`config.mk`:
```
export PLATFORM = sky130hd
export DESIGN_NAME = ahb_apb_bridge
export DESIGN_NICKNAME = d
export VERILOG_FILES = /design/src/rtl/ahb_params_pkg.sv /design/src/rtl/apb_params_pkg.sv /design/src/rtl/apb_slave_decoder.sv /design/src/rtl/ahb_apb_bridge.sv
export SDC_FILE = /design/constraint.sdc
export NUM_CORES = 1
export LEC_CHECK = 0
export BUFFER_PORTS_ARGS = -buffer_cell sky130_fd_sc_hd__buf_2
export CAP_MARGIN = 10
export CORE_ASPECT_RATIO = 1.4
export CORE_MARGIN = 2
export CORE_UTILIZATION = 48
export DETAILED_ROUTE_END_ITERATION = 10
export PLACE_DENSITY = 0.86
export SLEW_MARGIN = 20
export SYNTH_ARGS = -nofsm -noshare
export SYNTH_HDL_FRONTEND = slang
export SYNTH_HIERARCHICAL = 1
export SYNTH_SLANG_ARGS = --single-unit
export TNS_END_PERCENT = 5
```
`constraint.sdc`:
```
create_clock -name HCLK -period 2.7 [get_ports HCLK]
set_clock_uncertainty 0.15 [all_clocks]
set_input_delay 0.54 -clock HCLK [delete_from_list [all_inputs] [get_ports HCLK]]
set_output_delay 0.54 -clock HCLK [all_outputs]
set_load 0.01 [all_outputs]
```
`src/rtl/ahb_params_pkg.sv`:
```
// AHB-Lite signal encodings shared by the AHB slaves in this subsystem.
package ahb_params_pkg;

    typedef enum logic [1:0] {
        TransIdle   = 2'b00,
        TransBusy   = 2'b01,
        TransNonseq = 2'b10,
        TransSeq    = 2'b11
    } htrans_t;

    typedef enum logic [2:0] {
        SizeByte   = 3'd0,
        SizeHalf   = 3'd1,
        SizeWord   = 3'd2,
        SizeDword  = 3'd3,
        Size4Word  = 3'd4,
        Size8Word  = 3'd5,
        Size16Word = 3'd6,
        Size32Word = 3'd7
    } hsize_t;

    typedef enum logic {
        RespOkay  = 1'b0,
        RespError = 1'b1
    } hresp_t;

endpackage

```
`src/rtl/apb_params_pkg.sv`:
```
// Bridge state encoding and default APB peripheral map geometry.
package apb_params_pkg;

    localparam int unsigned NO_OF_APB_SLAVES = 4;
    localparam int unsigned PSEL_LSB         = 12;

    typedef enum logic [2:0] {
        StIdle,
        StWwait,
        StSetup,
        StAccess,
        StErr1,
        StErr2
    } bridge_state_t;

endpackage

```
`src/rtl/apb_slave_decoder.sv`:
```
// Peripheral index to one-hot PSEL; flags indices with no peripheral behind them.
module apb_slave_decoder #(
    parameter int unsigned NO_OF_APB_SLAVES = 4,
    parameter int unsigned IDX_W            = 3
) (
    input  logic [IDX_W-1:0]            index_i,
    output logic [NO_OF_APB_SLAVES-1:0] psel_o,
    output logic                        illegal_o
);

    always_comb begin
        psel_o    = '0;
        illegal_o = 1'b1;
        for (int unsigned i = 0; i < NO_OF_APB_SLAVES; i++) begin
            if (index_i == IDX_W'(i)) begin
                psel_o[i] = 1'b1;
                illegal_o = 1'b0;
            end
        end
    end

endmodule

```
`src/rtl/ahb_apb_bridge.sv`:
```
// AHB-Lite slave that turns each single transfer into one APB SETUP/ACCESS sequence.
module ahb_apb_bridge
    import ahb_params_pkg::*;
    import apb_params_pkg::*;
#(
    parameter int unsigned ADDR_WIDTH       = 32,
    parameter int unsigned DATA_WIDTH       = 32,
    parameter int unsigned NO_OF_APB_SLAVES = apb_params_pkg::NO_OF_APB_SLAVES,
    parameter int unsigned PSEL_LSB         = apb_params_pkg::PSEL_LSB
) (
    input  logic                        HCLK,
    input  logic                        HRESET,
    input  logic                        HSEL_APB,
    input  logic [ADDR_WIDTH-1:0]       HADDR,
    input  htrans_t                     HTRANS,
    input  logic                        HWRITE,
    input  hsize_t                      HSIZE,
    input  logic [DATA_WIDTH-1:0]       HWDATA,
    input  logic                        HREADY,
    output logic [DATA_WIDTH-1:0]       HRDATA_APB,
    output logic                        HREADYOUT,
    output hresp_t                      HRESP_APB,
    output logic [ADDR_WIDTH-1:0]       PADDR,
    output logic [NO_OF_APB_SLAVES-1:0] PSEL,
    output logic                        PENABLE,
    output logic                        PWRITE,
    output logic [DATA_WIDTH-1:0]       PWDATA,
    input  logic [DATA_WIDTH-1:0]       PRDATA,
    input  logic                        PREADY,
    input  logic                        PSLVERR
);

    // One bit wider than strictly needed so an out-of-range peripheral number is visible.
    localparam int unsigned IDX_W = $clog2(NO_OF_APB_SLAVES) + 1;

    bridge_state_t               state_q, state_d;
    logic [ADDR_WIDTH-1:0]       paddr_q, paddr_d;
    logic [NO_OF_APB_SLAVES-1:0] sel_q, sel_d;
    logic [NO_OF_APB_SLAVES-1:0] psel_q, psel_d;
    logic                        pwrite_q, pwrite_d;
    logic                        penable_q, penable_d;
    logic                        hreadyout_q, hreadyout_d;
    logic [DATA_WIDTH-1:0]       pwdata_q, pwdata_d;
    logic [DATA_WIDTH-1:0]       hrdata_q, hrdata_d;
    hresp_t                      hresp_q, hresp_d;

    logic [IDX_W-1:0]            haddr_idx;
    logic [NO_OF_APB_SLAVES-1:0] dec_psel;
    logic                        dec_illegal;
    logic                        bad_size;
    logic                        illegal;
    logic                        accept;

    assign haddr_idx = HADDR[PSEL_LSB +: IDX_W];

    apb_slave_decoder #(
        .NO_OF_APB_SLAVES(NO_OF_APB_SLAVES),
        .IDX_W           (IDX_W)
    ) u_decoder (
        .index_i  (haddr_idx),
        .psel_o   (dec_psel),
        .illegal_o(dec_illegal)
    );

    // APB has no strobes here, so anything wider than a word or misaligned is refused.
    always_comb begin
        case (HSIZE)
            SizeByte: bad_size = 1'b0;
            SizeHalf: bad_size = HADDR[0];
            SizeWord: bad_size = |HADDR[1:0];
            default:  bad_size = 1'b1;
        endcase
    end

    assign illegal = dec_illegal | bad_size;
    assign accept  = HSEL_APB & HREADY
                   & ((HTRANS == TransNonseq) | (HTRANS == TransSeq))
                   & ((state_q == StIdle) | (state_q == StErr2));

    always_comb begin
        state_d  = state_q;
        paddr_d  = paddr_q;
        pwrite_d = pwrite_q;
        sel_d    = sel_q;
        pwdata_d = pwdata_q;
        hrdata_d = hrdata_q;

        case (state_q)
            StIdle, StErr2: begin
                state_d = StIdle;
                if (accept) begin
                    if (illegal) begin
                        state_d = StErr1;
                    end else begin
                        state_d  = HWRITE ? StWwait : StSetup;
                        paddr_d  = HADDR;
                        pwrite_d = HWRITE;
                        sel_d    = dec_psel;
                    end
                end
            end
            StWwait: begin
                pwdata_d = HWDATA;
                state_d  = StSetup;
            end
            StSetup: state_d = StAccess;
            StAccess: begin
                if (PREADY) begin
                    if (PSLVERR) begin
                        state_d = StErr1;
                    end else begin
                        state_d = StIdle;
                        if (!pwrite_q) hrdata_d = PRDATA;
                    end
                end
            end
            StErr1:  state_d = StErr2;
            default: state_d = StIdle;
        endcase

        // Outputs are decoded from the next state so every port comes straight from a flop.
        psel_d      = ((state_d == StSetup) || (state_d == StAccess)) ? sel_d : '0;
        penable_d   = (state_d == StAccess);
        hreadyout_d = !((state_d == StWwait) || (state_d == StSetup) ||
                        (state_d == StAccess) || (state_d == StErr1));
        hresp_d     = ((state_d == StErr1) || (state_d == StErr2)) ? RespError : RespOkay;
    end

    always_ff @(posedge HCLK) begin
        if (HRESET) begin
            state_q     <= StIdle;
            paddr_q     <= '0;
            sel_q       <= '0;
            psel_q      <= '0;
            pwrite_q    <= 1'b0;
            penable_q   <= 1'b0;
            hreadyout_q <= 1'b1;
            pwdata_q    <= '0;
            hrdata_q    <= '0;
            hresp_q     <= RespOkay;
        end else begin
            state_q     <= state_d;
            paddr_q     <= paddr_d;
            sel_q       <= sel_d;
            psel_q      <= psel_d;
            pwrite_q    <= pwrite_d;
            penable_q   <= penable_d;
            hreadyout_q <= hreadyout_d;
            pwdata_q    <= pwdata_d;
            hrdata_q    <= hrdata_d;
            hresp_q     <= hresp_d;
        end
    end

    assign HRDATA_APB = hrdata_q;
    assign HREADYOUT  = hreadyout_q;
    assign HRESP_APB  = hresp_q;
    assign PADDR      = paddr_q;
    assign PSEL       = psel_q;
    assign PENABLE    = penable_q;
    assign PWRITE     = pwrite_q;
    assign PWDATA     = pwdata_q;

endmodule
```
==> metrics.log, run 1 <==
INFO  metric timing.final.max_slew_violations = 0
INFO  metric fin_tns_setup = 0 ns
INFO  metric pwr-share-comb = 0.075
INFO  metric ys_dominant_reg_cell = dfxtp_1
INFO  metric async_reset_ff_frac = 0
INFO  metric worst_margin_slew = 0.590 ns
INFO  metric final_util = 0.663
INFO  metric cts_buffer_depth = 2
INFO  metric ys_types = 27
INFO  metric cts_buf_count = 9
INFO  metric drv.max_cap_violation_count = 0
INFO  metric cts.sink_count = 111
INFO  metric max_freq = 489 MHz
INFO  metric detailed_place.area = 5070 um2
INFO  metric hold_path.startpoint = PRDATA[3]
INFO  metric gp_congestion = 0.781
INFO  metric post-route-min-period = 2.05 ns
INFO  metric clock_latency = 0.34 ns
INFO  metric synth_area = 4010 um2
INFO  metric post_route_cells_drive_above_1_share = 0.343
INFO  metric htree_levels = 3
INFO  metric grt_pass1_vias = 3877
INFO  metric placement.io_buffers = 210
INFO  metric synth_fa_ha_area_frac = 0
INFO  metric chipHeight = 112 um
INFO  metric drt_iter0_markers = 175
INFO  metric worstReg2RegStart = state_q[0]$_SDFF_PP0_
INFO  metric effective_utilization_at_floorplan = 0.491
INFO  metric final_cell_area = 5400 um2
INFO  metric synthToLayoutAreaGrowth = 34.8%
INFO  metric grt_setup_unrepaired = false
INFO  metric grt_ovf = 0
INFO  metric total_leakage_power = 2.38 nW
INFO  metric relSlewSlack = 0.604
INFO  metric floorplan.core_area = 8150 um2
INFO  metric postSynthCellCount = 502
INFO  metric fp.dieArea = 9100 um2
INFO  metric final_hold_viol_count = 0
INFO  metric status = completed
INFO  metric post_synth_and_or_nand_nor_area_fraction = 0.234
INFO  metric globalRouteTotalUtil = 0.235
INFO  metric synth_edf_count = 0
INFO  metric wl_per_cell = 13.4 um
INFO  metric end_kind = register
INFO  metric irDropWorstVdd = 0.000471 V
INFO  metric xor_xnor_share_of_the_synthesized_area = 0.00406
INFO  metric number_of_setup_violations_in_the_final_report = 0
INFO  metric yosysWarningCount = 6
INFO  metric clock_tree.root_cell = clkbuf_16
INFO  metric grt_antenna_before_repair = 0
INFO  metric avgSynthCellArea = 7.98 um2
INFO  metric routed_via_density = 5.01
INFO  metric yosys-top-cells-area = dfxtp_1 (55%), nand2_1 (19%), a21oi_1 (13%), buf_2 (1.6%), clkbuf_1 (1.6%)
INFO  metric synth_top_family_by_area = simple AND/OR/NAND/NOR gates
INFO  metric ys_seq_elements = 111
INFO  metric yosysTopAreaCell = dfxtp_1
INFO  metric die_w = 81.2 um
INFO  metric net-switching-power = 750 uW
INFO  metric antenna_violating_nets_post_route = 0
INFO  metric yosysTopAreaCellShare = 0.555
INFO  metric p_per_area = 619 nW/um2
INFO  metric area_fraction_in_compound_gates_after_synthesis = 0.157
INFO  metric slowest_delay = 0.56 ns
INFO  metric sw_frac_of_total = 0.224
INFO  metric critical-path-slowest-cell = or4_1
INFO  metric grt_start_max_net_pins = 50
INFO  metric final_min_period_over_clock_period = 0.757
INFO  metric timing.critical_path.arrival = 2.12 ns
INFO  metric finalWirelength = 10800 um
INFO  metric postSynthNetCount = 610
INFO  metric detailroute.via_count = 4017
INFO  metric fin_nets = 803
INFO  metric nature_of_the_critical_path_startpoint = register
INFO  metric synth_mux_area_frac = 0
INFO  metric crit_chain = nand3_1 > or4_1 > buf_4 > nand2_1 > a21oi_1
INFO  metric drt_pre_antenna_iters = 4
INFO  metric cts_tree = yes
INFO  metric global_route_wire_length_before_repair = 16800 um
INFO  metric hpwl = 7840 um
INFO  metric holdCritPathClass = in -> reg
INFO  metric intPower = 2.59 mW
INFO  metric cp_data_required_time = 2.77 ns
INFO  metric clockPowerShare = 0.420
INFO  metric crit_path_start = state_q[0]$_SDFF_PP0_
INFO  metric row_count = 39
INFO  metric post_cts_buffers = 0
INFO  metric ios = 212
INFO  metric num_antenna_cells = 0
INFO  metric remaining_drc_errors = 0
INFO  metric critPathMaxFanout = 27
INFO  metric cts.clk_slew.worst_paths = 0.07 ns
INFO  metric critPathKind = reg -> reg
INFO  metric seq_area_frac_synth = 0.555
INFO  metric cts.repair.resized = 0
INFO  metric pwr-share-seq = 0.505
INFO  metric postCtsHoldBufs = 0
## per-stage QoR
stage          hold slack (ns)  worst slack (ns)  total power [mW]  cells
6_report                 0.271             0.655              3.34    802
5_1_grt                  0.274             0.533              3.47    802
4_1_cts                  0.267             0.647              3.37    802
3_5_place_dp             0.293             0.618              1.98    786
3_3_place_gp             0.285             0.648              1.97    786
2_1_floorplan            0.275              1.01              1.85    502
## placed cells by master (no fill, tap or decap)
cell type   instances
and4b_1             1
buf_2             209
nor3_1              4
nand3_1             3
and3_1              1
o2111a_2            1
a21oi_1           108
nor2_1              3
a31oi_1             1
nand2b_1            4
a311o_1             1
a21o_1              1
inv_1               2
clkinvlp_4          2
clkinv_4            2
buf_12              1
nor3b_1             2
bufinv_16           2
nor4_2              1
xnor2_2             1
nand2_1           208
or4_1               1
nor4_4              1
o21ai_0             6
and3_2              1
clkinv_2            1
clkbuf_16           9
o2111ai_2           1
buf_4               8
nor2b_1             1
o31ai_1             1
dfxtp_1           111
and3b_1             1
## path summary, 6_finish.rpt
path / end / cells after the start / slack, ns
max: HRDATA_APB[11]$_SDFFE_PP0P_ / 5 / 0.65
min: HRDATA_APB[3]$_SDFFE_PP0P_ / 3 / 0.27
max reg2reg: HRDATA_APB[11]$_SDFFE_PP0P_ / 5 / 0.65
min reg2reg: PADDR[9]$_SDFFE_PP0P_ / 2 / 0.30
## worst max-delay path: cells and delay by family (launching register included)
| kind | cells | cell delay (ns) |
|---|---|---|
| AOI/OAI and AO/OA | 1 | 0.07 |
| buffers and inverters | 1 | 0.28 |
| DFF | 1 | 0.54 |
| and+or+nand+nor | 3 | 0.87 |
## flip-flops by register name, indices dropped and copies added (netlist names)
name / count
HRDATA_APB: 32
PWRITE: 1
sel_q: 4
HREADYOUT: 1
PADDR: 32
PWDATA: 32
state_q: 3
PENABLE: 1
PSEL: 4
HRESP_APB: 1
## power groups by stage
stage	Sequential (mW)	Clock [mW]	Combinational (mW)
4_1_cts	1.69	1.43	0.252
6_report	1.69	1.40	0.251
5_1_grt	1.69	1.50	0.278
3_5_place_dp	1.73	0	0.249
2_1_floorplan	1.73	0	0.113
3_3_place_gp	1.72	0	0.241
## layer usage
layer / up-vias / global-route usage / share of wire
li1: 2017 / - / -
met1: 1825 / 0.249 / 0.37
met2: 152 / 0.426 / 0.54
met3: 23 / 0.0482 / 0.063
met4: 0 / 0.122 / 0.026
met5: - / 0 / 0
## final cells by class
type / count / area [um2]
tap: 102 / 128
multi-input combinational: 353 / 1590
inverter: 2 / 7.51
fill: 690 / 2750
sequential: 111 / 2220
clock buffer: 9 / 225
timing repair buffer: 218 / 1130
clock inverter: 7 / 97.6
## synth_stat cells, types with 2 or more instances
cell type  number
nand2_1       208
dfxtp_1       111
a21oi_1       108
clkbuf_1       17
buf_2          13
o21ai_0         6
buf_6           5
nand2b_1        4
nor3_1          4
nand3_1         3
nor2_1          3
and3_1          2
inv_1           2
nor3b_1         2
nor4_2          2
## cell families (layout without fill, tap and decap cells)
group,count (synthesis),in the layout
compound gates,120,120
buf+inv,38,236
xor+xnor,1,1
simple gates,232,232
flops,111,111
(Power assumes the default switching activity.)
==> run 2, diff against run 1 <==
Settings changed: ABC_AREA set to 1, CORE_UTILIZATION 48 to 40, PLACE_DENSITY 0.86 to 0.77.
Clock period 2.7 ns to 1.66 ns, I/O delays scaled along.
==> run 2 against run 1 <==
Net effect: cell count rose by 5.0%; sequential power rose by 65%; total power rose by 55%; non-clock buffer count rose by 6; via count fell by 1.3%.
==> metrics.log, run 2 <==
INFO  metric ys_types = 18 (-33%)
INFO  metric gp_congestion = 0.849 (+8.6%)
INFO  metric end_kind = register
INFO  metric drt_pre_antenna_iters = 4 (unchanged)
INFO  metric ys_dominant_reg_cell = dfxtp_1
INFO  metric number_of_setup_violations_in_the_final_report = 0 (unchanged)
INFO  metric clock_latency = 0.33 ns (about the same)
INFO  metric pwr-share-seq = 0.537 (+0.032)
INFO  metric detailroute.via_count = 3963 (-1.3%)
INFO  metric synth_area = 3940 um2 (-1.7%)
INFO  metric timing.final.max_slew_violations = 0 (unchanged)
INFO  metric synth_commonest_cells = nor2_1 (152), dfxtp_1 (111), o21ai_0 (90)
INFO  metric clockPowerShare = 0.366 (-0.054)
INFO  metric final_util = 0.571 (-0.0920)
INFO  metric yosysTopAreaCell = dfxtp_1
INFO  metric net-switching-power = 1.19 mW (+59%)
INFO  metric globalRouteTotalUtil = 0.186 (-0.0492)
INFO  metric cts_tree = yes
INFO  metric async_reset_ff_frac = 0 (unchanged)
INFO  metric cp_data_required_time = 1.74 ns (-1.03 ns)
INFO  metric placement.io_buffers = 210 (unchanged)
INFO  metric worst_margin_slew = 0.374 ns (-0.216 ns)
INFO  metric drt_iter0_markers = 142 (-19%)
INFO  metric yosys-top-cells-area = dfxtp_1 (56%), nor2_1 (14%), o21ai_0 (11%), a21oi_1 (4.6%), inv_1 (3.9%)
INFO  metric fillerInstances = 847 (+23%)
INFO  metric fin_nets = 816 (+1.6%)
INFO  metric finalWirelength = 10400 um (-3.1%)
INFO  metric commonest_non_fill_non_tap_cell_in_the_layout = buf_2
INFO  metric cts.clk_slew.worst_paths = 0.07 ns (about the same)
INFO  metric final_min_period_over_clock_period = 0.932 (+0.175)
INFO  metric clock_tree.root_cell = clkbuf_16
INFO  metric postCtsHoldBufs = 0 (unchanged)
INFO  metric max_freq = 646 MHz (+32%)
INFO  metric htree_levels = 3 (unchanged)
INFO  metric most-common-layout-cells = buf_2 (210), nor2_1 (152), dfxtp_1 (108)
INFO  metric nature_of_the_critical_path_startpoint = register
INFO  metric holdCritPathClass = in -> reg
INFO  metric detailed_place.area = 5160 um2 (+1.6%)
INFO  metric final_hold_viol_count = 0 (unchanged)
INFO  metric antenna_violating_nets_post_route = 0 (unchanged)
INFO  metric wl_per_cell = 12.4 um (-7.7%)
INFO  metric row_count = 42 (+7.7%)
INFO  metric placed_cells = 829 (+5.5%)
INFO  metric grt_start_max_net_pins = 65 (+30%)
INFO  metric die_w = 87.9 um (+8.2%)
INFO  metric intPower = 4.00 mW (+54%)
INFO  metric effective_utilization_at_floorplan = 0.414 (-0.0774)
INFO  metric synth_edf_count = 0 (unchanged)
INFO  metric yosysTopAreaCellShare = 0.564 (+0.00934)
INFO  metric status = completed
INFO  metric place_ws = -0.162 ns (-0.780 ns)
INFO  metric post_route_cells_drive_above_1_share = 0.348 (+0.00503)
INFO  metric relSlewSlack = 0.751 (+0.147)
INFO  metric routed_via_density = 4.71 (-6.0%)
INFO  metric cts_buf_count = 9 (unchanged)
INFO  metric avgSynthCellArea = 7.82 um2 (-2.0%)
INFO  metric irDropWorstVdd = 0.000583 V (+24%)
INFO  metric timing.critical_path.arrival = 1.62 ns (-0.50 ns)
INFO  metric floorplan.core_area = 9510 um2 (+17%)
INFO  metric sw_frac_of_total = 0.230 (+0.00555)
INFO  metric post-route-min-period = 1.55 ns (-0.498 ns)
INFO  metric num_antenna_cells = 0 (unchanged)
INFO  metric post_layout_nonfiller_instances = 842 (+5.0%)
INFO  metric yosysWarningCount = 6 (unchanged)
INFO  metric pwr-share-comb = 0.096 (+0.021)
INFO  metric fin_tns_setup = 0 ns (unchanged)
INFO  metric final_cell_area = 5430 um2 (+0.51%)
INFO  metric ios = 212 (unchanged)
INFO  metric seq_area_frac_synth = 0.564 (+0.00934)
INFO  metric grt_setup_unrepaired = false
INFO  metric total_leakage_power = 2.80 nW (+18%)
INFO  metric postSynthNetCount = 612 (+0.33%)
INFO  metric p_per_area = 957 nW/um2 (+54%)
INFO  metric cts.sink_count = 111 (unchanged)
INFO  metric critPathMaxFanout = 10 (-63%)
INFO  metric postSynthCellCount = 504 (+0.40%)
INFO  metric synth_most_common_cell = nor2_1
INFO  metric grt_ovf = 0 (unchanged)
INFO  metric chipHeight = 121 um (+8.3%)
INFO  metric cts_buffer_depth = 2 (unchanged)
INFO  metric fin_ws = 0.113 ns (-0.542 ns)
INFO  metric global_route_wire_length_before_repair = 15800 um (-6.2%)
INFO  metric drv.max_cap_violation_count = 0 (unchanged)
INFO  metric hpwl = 7510 um (-4.2%)
INFO  metric remaining_drc_errors = 0 (unchanged)
INFO  metric synthToLayoutAreaGrowth = 37.8%
INFO  metric ys_seq_elements = 111 (unchanged)
INFO  metric grt_pass1_vias = 3667 (-5.4%)
INFO  metric critPathKind = reg -> reg
INFO  metric fp.dieArea = 10700 um2 (+17%)
INFO  metric grt_antenna_before_repair = 0 (unchanged)
[run 2: cell count changes in the layout (fill, tap and decap cells not counted), sizes merged, moves of 3 or more]
cell / previous run / this run
nand2: 208 / 12
nor2: 3 / 154
o21ai: 6 / 105
a21oi: 108 / 36
inv: 2 / 44
buf: 218 / 224
nand2b: 4 / 0
nor3: 4 / 0
or2: 0 / 4
nand3: 3 / 6
[run 2: path summary, 6_finish.rpt]
path	from	end	slack, ns	cells past startpoint
max	state_q[1]$_SDFF_PP0_	PSEL[0]$_SDFF_PP0_	0.11	9
min	HWDATA[27]	PWDATA[27]$_SDFFE_PP0N_	0.06	3
max reg2reg	state_q[1]$_SDFF_PP0_	PSEL[0]$_SDFF_PP0_	0.11	9
min reg2reg	HRDATA_APB[6]$_SDFFE_PP0P_	HRDATA_APB[6]$_SDFFE_PP0P_	0.29	2
[run 2: stage by stage]
step           total power, mW  hold slack (ns)
2_1_floorplan             3.07            0.317
3_3_place_gp              3.32            0.278
3_5_place_dp              3.34            0.283
4_1_cts                   5.24           0.0481
5_1_grt                   5.41           0.0644
6_report                  5.19           0.0610
[run 2: repair_timing]
item / in CTS / in global routing
gates resized for setup: 1 / 5
setup buffers: 0 / 0
endpoints found under the setup margin: 1 / 41
pin swaps: 0 / 2
[run 2: area by class of cell]
cell class	count	area (um2)	share of cell area
well taps	132	165	0.0304
flip-flops and latches	111	2230	0.411
repair buffers	224	1200	0.221
inverters	44	165	0.0304
clock buffers	11	243	0.0447
clock inverters	2	10.0	0.00184
multi-input cells	318	1420	0.261
[run 2: worst max-delay path, cell delays in order, from the launching register on]
cell and delay (ns):
dfxtp_2 0.36, inv_1 0.05, nand2_1 0.08, nand2_1 0.10, nand3_4 0.10, nor2_4 0.05, buf_4 0.17, or2_1 0.21
o21ai_1 0.11, nor2_1 0.07
[run 2: cell families (layout without fill, tap and decap cells)]
family,Yosys count,count (layout),synth area share
compound gates,141,141,0.179
flops,111,111,0.564
buf+inv,75,281,0.0791
simple gates,177,177,0.178
[run 2: per-layer routing]
metal / wire length (um) / GRT usage / vias up / share of wire
met5: 0 / 0 / - / 0
met4: 279 / 0.0933 / 0 / 0.027
met3: 823 / 0.0565 / 24 / 0.079
met2: 5300 / 0.332 / 173 / 0.51
met1: 4010 / 0.192 / 1761 / 0.38
li1: - / - / 2005 / -
[run 2: power groups by stage]
stage,Clock [mW],Sequential [mW],Combinational (mW)
final,1.90,2.79,0.500
after global routing,2.05,2.80,0.558
after CTS,1.95,2.79,0.497
after detailed placement,0,2.85,0.494
after global placement,0,2.84,0.479
after floorplan,0,2.88,0.189
==> run 3, diff against run 2 <==
Settings changed: PLACE_DENSITY 0.77 to 0.76, SYNTH_HIERARCHICAL 1 to not set.
==> run 3 against run 2 <==
Net effect: global-route usage is 0.55 points higher; worst setup slack worse by 0.0062 ns; cell count is 2.1% higher; die area is 2.3% higher; highest routed layer unchanged; register-to-register slack hardly changed; area after synthesis is 2.4% higher; combinational power is 13% higher.
==> metrics.log, run 3 <==
INFO  metric cp_data_required_time = 1.79 ns (+0.05 ns)
INFO  metric met3_usage = 0.0504 (-0.00603)
INFO  metric p_per_area = 1070 nW/um2 (+12%)
INFO  metric grt_pass1_vias = 3621 (-1.3%)
INFO  metric met2_usage = 0.335 (+0.00298)
INFO  metric globalRouteMet1Util = 0.211 (+0.0192)
INFO  metric effective_utilization_at_floorplan = 0.410 (-0.00439)
INFO  metric htree_levels = 3 (unchanged)
INFO  metric crit_chain = nor2_4 > nor2_1 > nor2_2 > nand2_4 > nor2_8 > buf_4 > o21ai_0 > a21oi_1
INFO  metric postSynthCellCount = 514 (+2.0%)
INFO  metric synthToLayoutAreaGrowth = 40.9%
INFO  metric routed_via_density = 4.68 (-0.59%)
INFO  metric grt_start_max_net_pins = 65 (unchanged)
INFO  metric cts_tree = yes
INFO  metric avgSynthCellArea = 7.85 um2 (+0.42%)
INFO  metric grt_ovf = 0 (unchanged)
INFO  metric cpLargestDelayFamily = simple AND/OR/NAND/NOR gates
INFO  metric yosysWarningCount = 0 (-6)
INFO  metric total_leakage_power = 2.71 nW (-3.1%)
INFO  metric drt_pre_antenna_iters = 4 (unchanged)
INFO  metric die_w = 88.9 um (+1.1%)
INFO  metric global_route_wire_length_before_repair = 16300 um (+3.5%)
INFO  metric globalRouteTotalUtil = 0.191 (+0.00547)
INFO  metric grt-busiest-layer = met2
INFO  metric final_hold_viol_count = 0 (unchanged)
INFO  metric ys_dominant_reg_cell = dfxtp_1
INFO  metric post-route-min-period = 1.55 ns (+0.00617 ns)
INFO  metric fp.dieArea = 10900 um2 (+2.3%)
INFO  metric cts.sink_count = 111 (unchanged)
INFO  metric gp_congestion = 0.822 (-3.2%)
INFO  metric status = completed
INFO  metric max_freq = 644 MHz (-0.40%)
INFO  metric drv.max_cap_violation_count = 0 (unchanged)
INFO  metric drt_iter0_markers = 227 (+60%)
INFO  metric post_route_cells_drive_above_1_share = 0.359 (+0.0107)
INFO  metric critPathKind = reg -> reg
INFO  metric postCtsHoldBufs = 0 (unchanged)
INFO  metric relSlewSlack = 0.753 (+0.00211)
INFO  metric holdCritPathClass = in -> reg
INFO  metric yosysTopAreaCell = dfxtp_1
INFO  metric antenna_violating_nets_post_route = 0 (unchanged)
INFO  metric slowest_delay = 0.35 ns (about the same)
INFO  metric detailroute.via_count = 4024 (+1.5%)
INFO  metric commonest_non_fill_non_tap_cell_in_the_layout = buf_2
INFO  metric timing.final.max_slew_violations = 0 (unchanged)
INFO  metric number_of_setup_violations_in_the_final_report = 0 (unchanged)
INFO  metric post_layout_nonfiller_instances = 860 (+2.1%)
INFO  metric critPathBufInv = 1 (-1)
INFO  metric synth_edf_count = 0 (unchanged)
INFO  metric irDropWorstVdd = 0.000522 V (-10%)
INFO  metric row_count = 43 (+2.4%)
INFO  metric cts.clk_slew.worst_paths = 0.07 ns (about the same)
INFO  metric yosysTopAreaCellShare = 0.551 (-0.0133)
INFO  metric synth_commonest_cells = nor2_1 (149), dfxtp_1 (111), o21ai_0 (87)
INFO  metric async_reset_ff_frac = 0 (unchanged)
INFO  metric ios = 212 (unchanged)
INFO  metric synth_most_common_cell = nor2_1
INFO  metric ys_types = 21 (+3)
INFO  metric postSynthNetCount = 622 (+1.6%)
INFO  metric final_cell_area = 5690 um2 (+4.8%)
INFO  metric yosys-top-cells-area = dfxtp_1 (55%), nor2_1 (14%), o21ai_0 (11%), a21oi_1 (4.6%), inv_1 (4.0%)
INFO  metric detailed_place.area = 5270 um2 (+2.2%)
INFO  metric clock_tree.root_cell = clkbuf_16
INFO  metric remaining_drc_errors = 0 (unchanged)
INFO  metric placed_cells = 844 (+1.8%)
INFO  metric wl_per_cell = 12.8 um (+3.7%)
INFO  metric cts_buffer_depth = 2 (unchanged)
INFO  metric floorplan.core_area = 9850 um2 (+3.5%)
INFO  metric critical-path-slowest-cell = dfxtp_1
INFO  metric worst_margin_slew = 0.371 ns (-0.00317 ns)
INFO  metric chipHeight = 123 um (+1.2%)
INFO  metric timing.critical_path.arrival = 1.68 ns (+0.06 ns)
INFO  metric clock_latency = 0.34 ns (about the same)
INFO  metric num_antenna_cells = 0 (unchanged)
INFO  metric ys_seq_elements = 111 (unchanged)
INFO  metric nature_of_the_critical_path_startpoint = register
INFO  metric synth_area = 4030 um2 (+2.4%)
INFO  metric hpwl = 8170 um (+8.7%)
INFO  metric finalWirelength = 11000 um (+6.0%)
INFO  metric fin_nets = 828 (+1.5%)
INFO  metric placement.io_buffers = 210 (unchanged)
INFO  metric cts_buf_count = 9 (unchanged)
INFO  metric seq_area_frac_synth = 0.551 (-0.0133)
INFO  metric end_kind = register
INFO  metric grt_antenna_before_repair = 0 (unchanged)
INFO  metric final_min_period_over_clock_period = 0.936 (+0.00372)
INFO  metric most-common-layout-cells = buf_2 (210), nor2_1 (148), dfxtp_1 (110)
INFO  metric critPathMaxFanout = 7 (-3)
run 3: changes by cell type in the layout (fill, tap and decap cells not counted), moves of 3 or more:
cell       delta
o21ai_2       +3
nand2_1       +8
nor2_1        -4
o21ai_0       -4
a21boi_0      +3
bufinv_16     +5
or2_1         -4
run 3: cells by family (layout without fill, tap and decap cells):
kind of cell	Yosys count	after routing	share of synthesized area
and+or+nand+nor	183	183	0.181
DFF	111	111	0.551
buffers and inverters	75	286	0.0825
AOI/OAI and AO/OA	145	145	0.185
run 3: per-stage QoR:
step	TNS (ns)	hold WS [ns]	utilization	setup slack (ns)	total power, mW
after floorplan	0	0.318	-	0.215	3.13
after global placement	0	0.278	0.535	0.0188	3.38
after detailed placement	-0.0942	0.283	0.535	-0.0201	3.41
after CTS	0	0.0649	0.575	0.0463	6.14
after global routing	-0.00811	0.0650	0.577	-0.00811	6.34
final	0	0.0756	0.577	0.107	6.11
run 3: path summary, 6_finish.rpt:
path	from	endpoint	slack (ns)	cells past startpoint
hold / removal	HADDR[24]	PADDR[24]$_SDFFE_PP0P_	0.08	3
setup / recovery	state_q[1]$_SDFF_PP0_	PWRITE$_SDFFE_PP0P_	0.11	8
setup reg to reg	state_q[1]$_SDFF_PP0_	PWRITE$_SDFFE_PP0P_	0.11	8
hold reg to reg	PWDATA[2]$_SDFFE_PP0N_	PWDATA[2]$_SDFFE_PP0N_	0.29	2
run 3: worst register-to-register path: cells and delay by family, from the launching register on:
kind,cells,cell delay [ns]
AOI/OAI and AO/OA,2,0.19
and+or+nand+nor,5,0.63
buffers and inverters,1,0.16
DFF,1,0.35
run 3: cell type report:
| cell class | instances | area, um2 |
|---|---|---|
| Fill cell | 915 | 4160 |
| Clock inverter | 7 | 166 |
| Sequential cell | 111 | 2220 |
| Tap cell | 135 | 169 |
| Inverter | 45 | 169 |
| Timing Repair Buffer | 225 | 1230 |
| Multi-Input combinational cell | 328 | 1500 |
| Clock buffer | 9 | 225 |
run 3: per-layer routing:
layer / wire length, um / share of wire
met4: 332 / 0.030
met1: 4320 / 0.39
met3: 652 / 0.059
met5: 0 / 0
met2: 5730 / 0.52
run 3: power by group:
part | total (mW) | internal [mW] | leakage [nW] | switching [mW]
Sequential | 2.79 | 2.75 | 0.897 | 0.0432
Combinational | 0.567 | 0.250 | 1.63 | 0.316
Clock | 2.75 | 1.79 | 0.186 | 0.965
run 3: timing repair:
action                     CTS  global route
buffers inserted             0             0
setup endpoints to repair    0            73
resized for setup            0             8
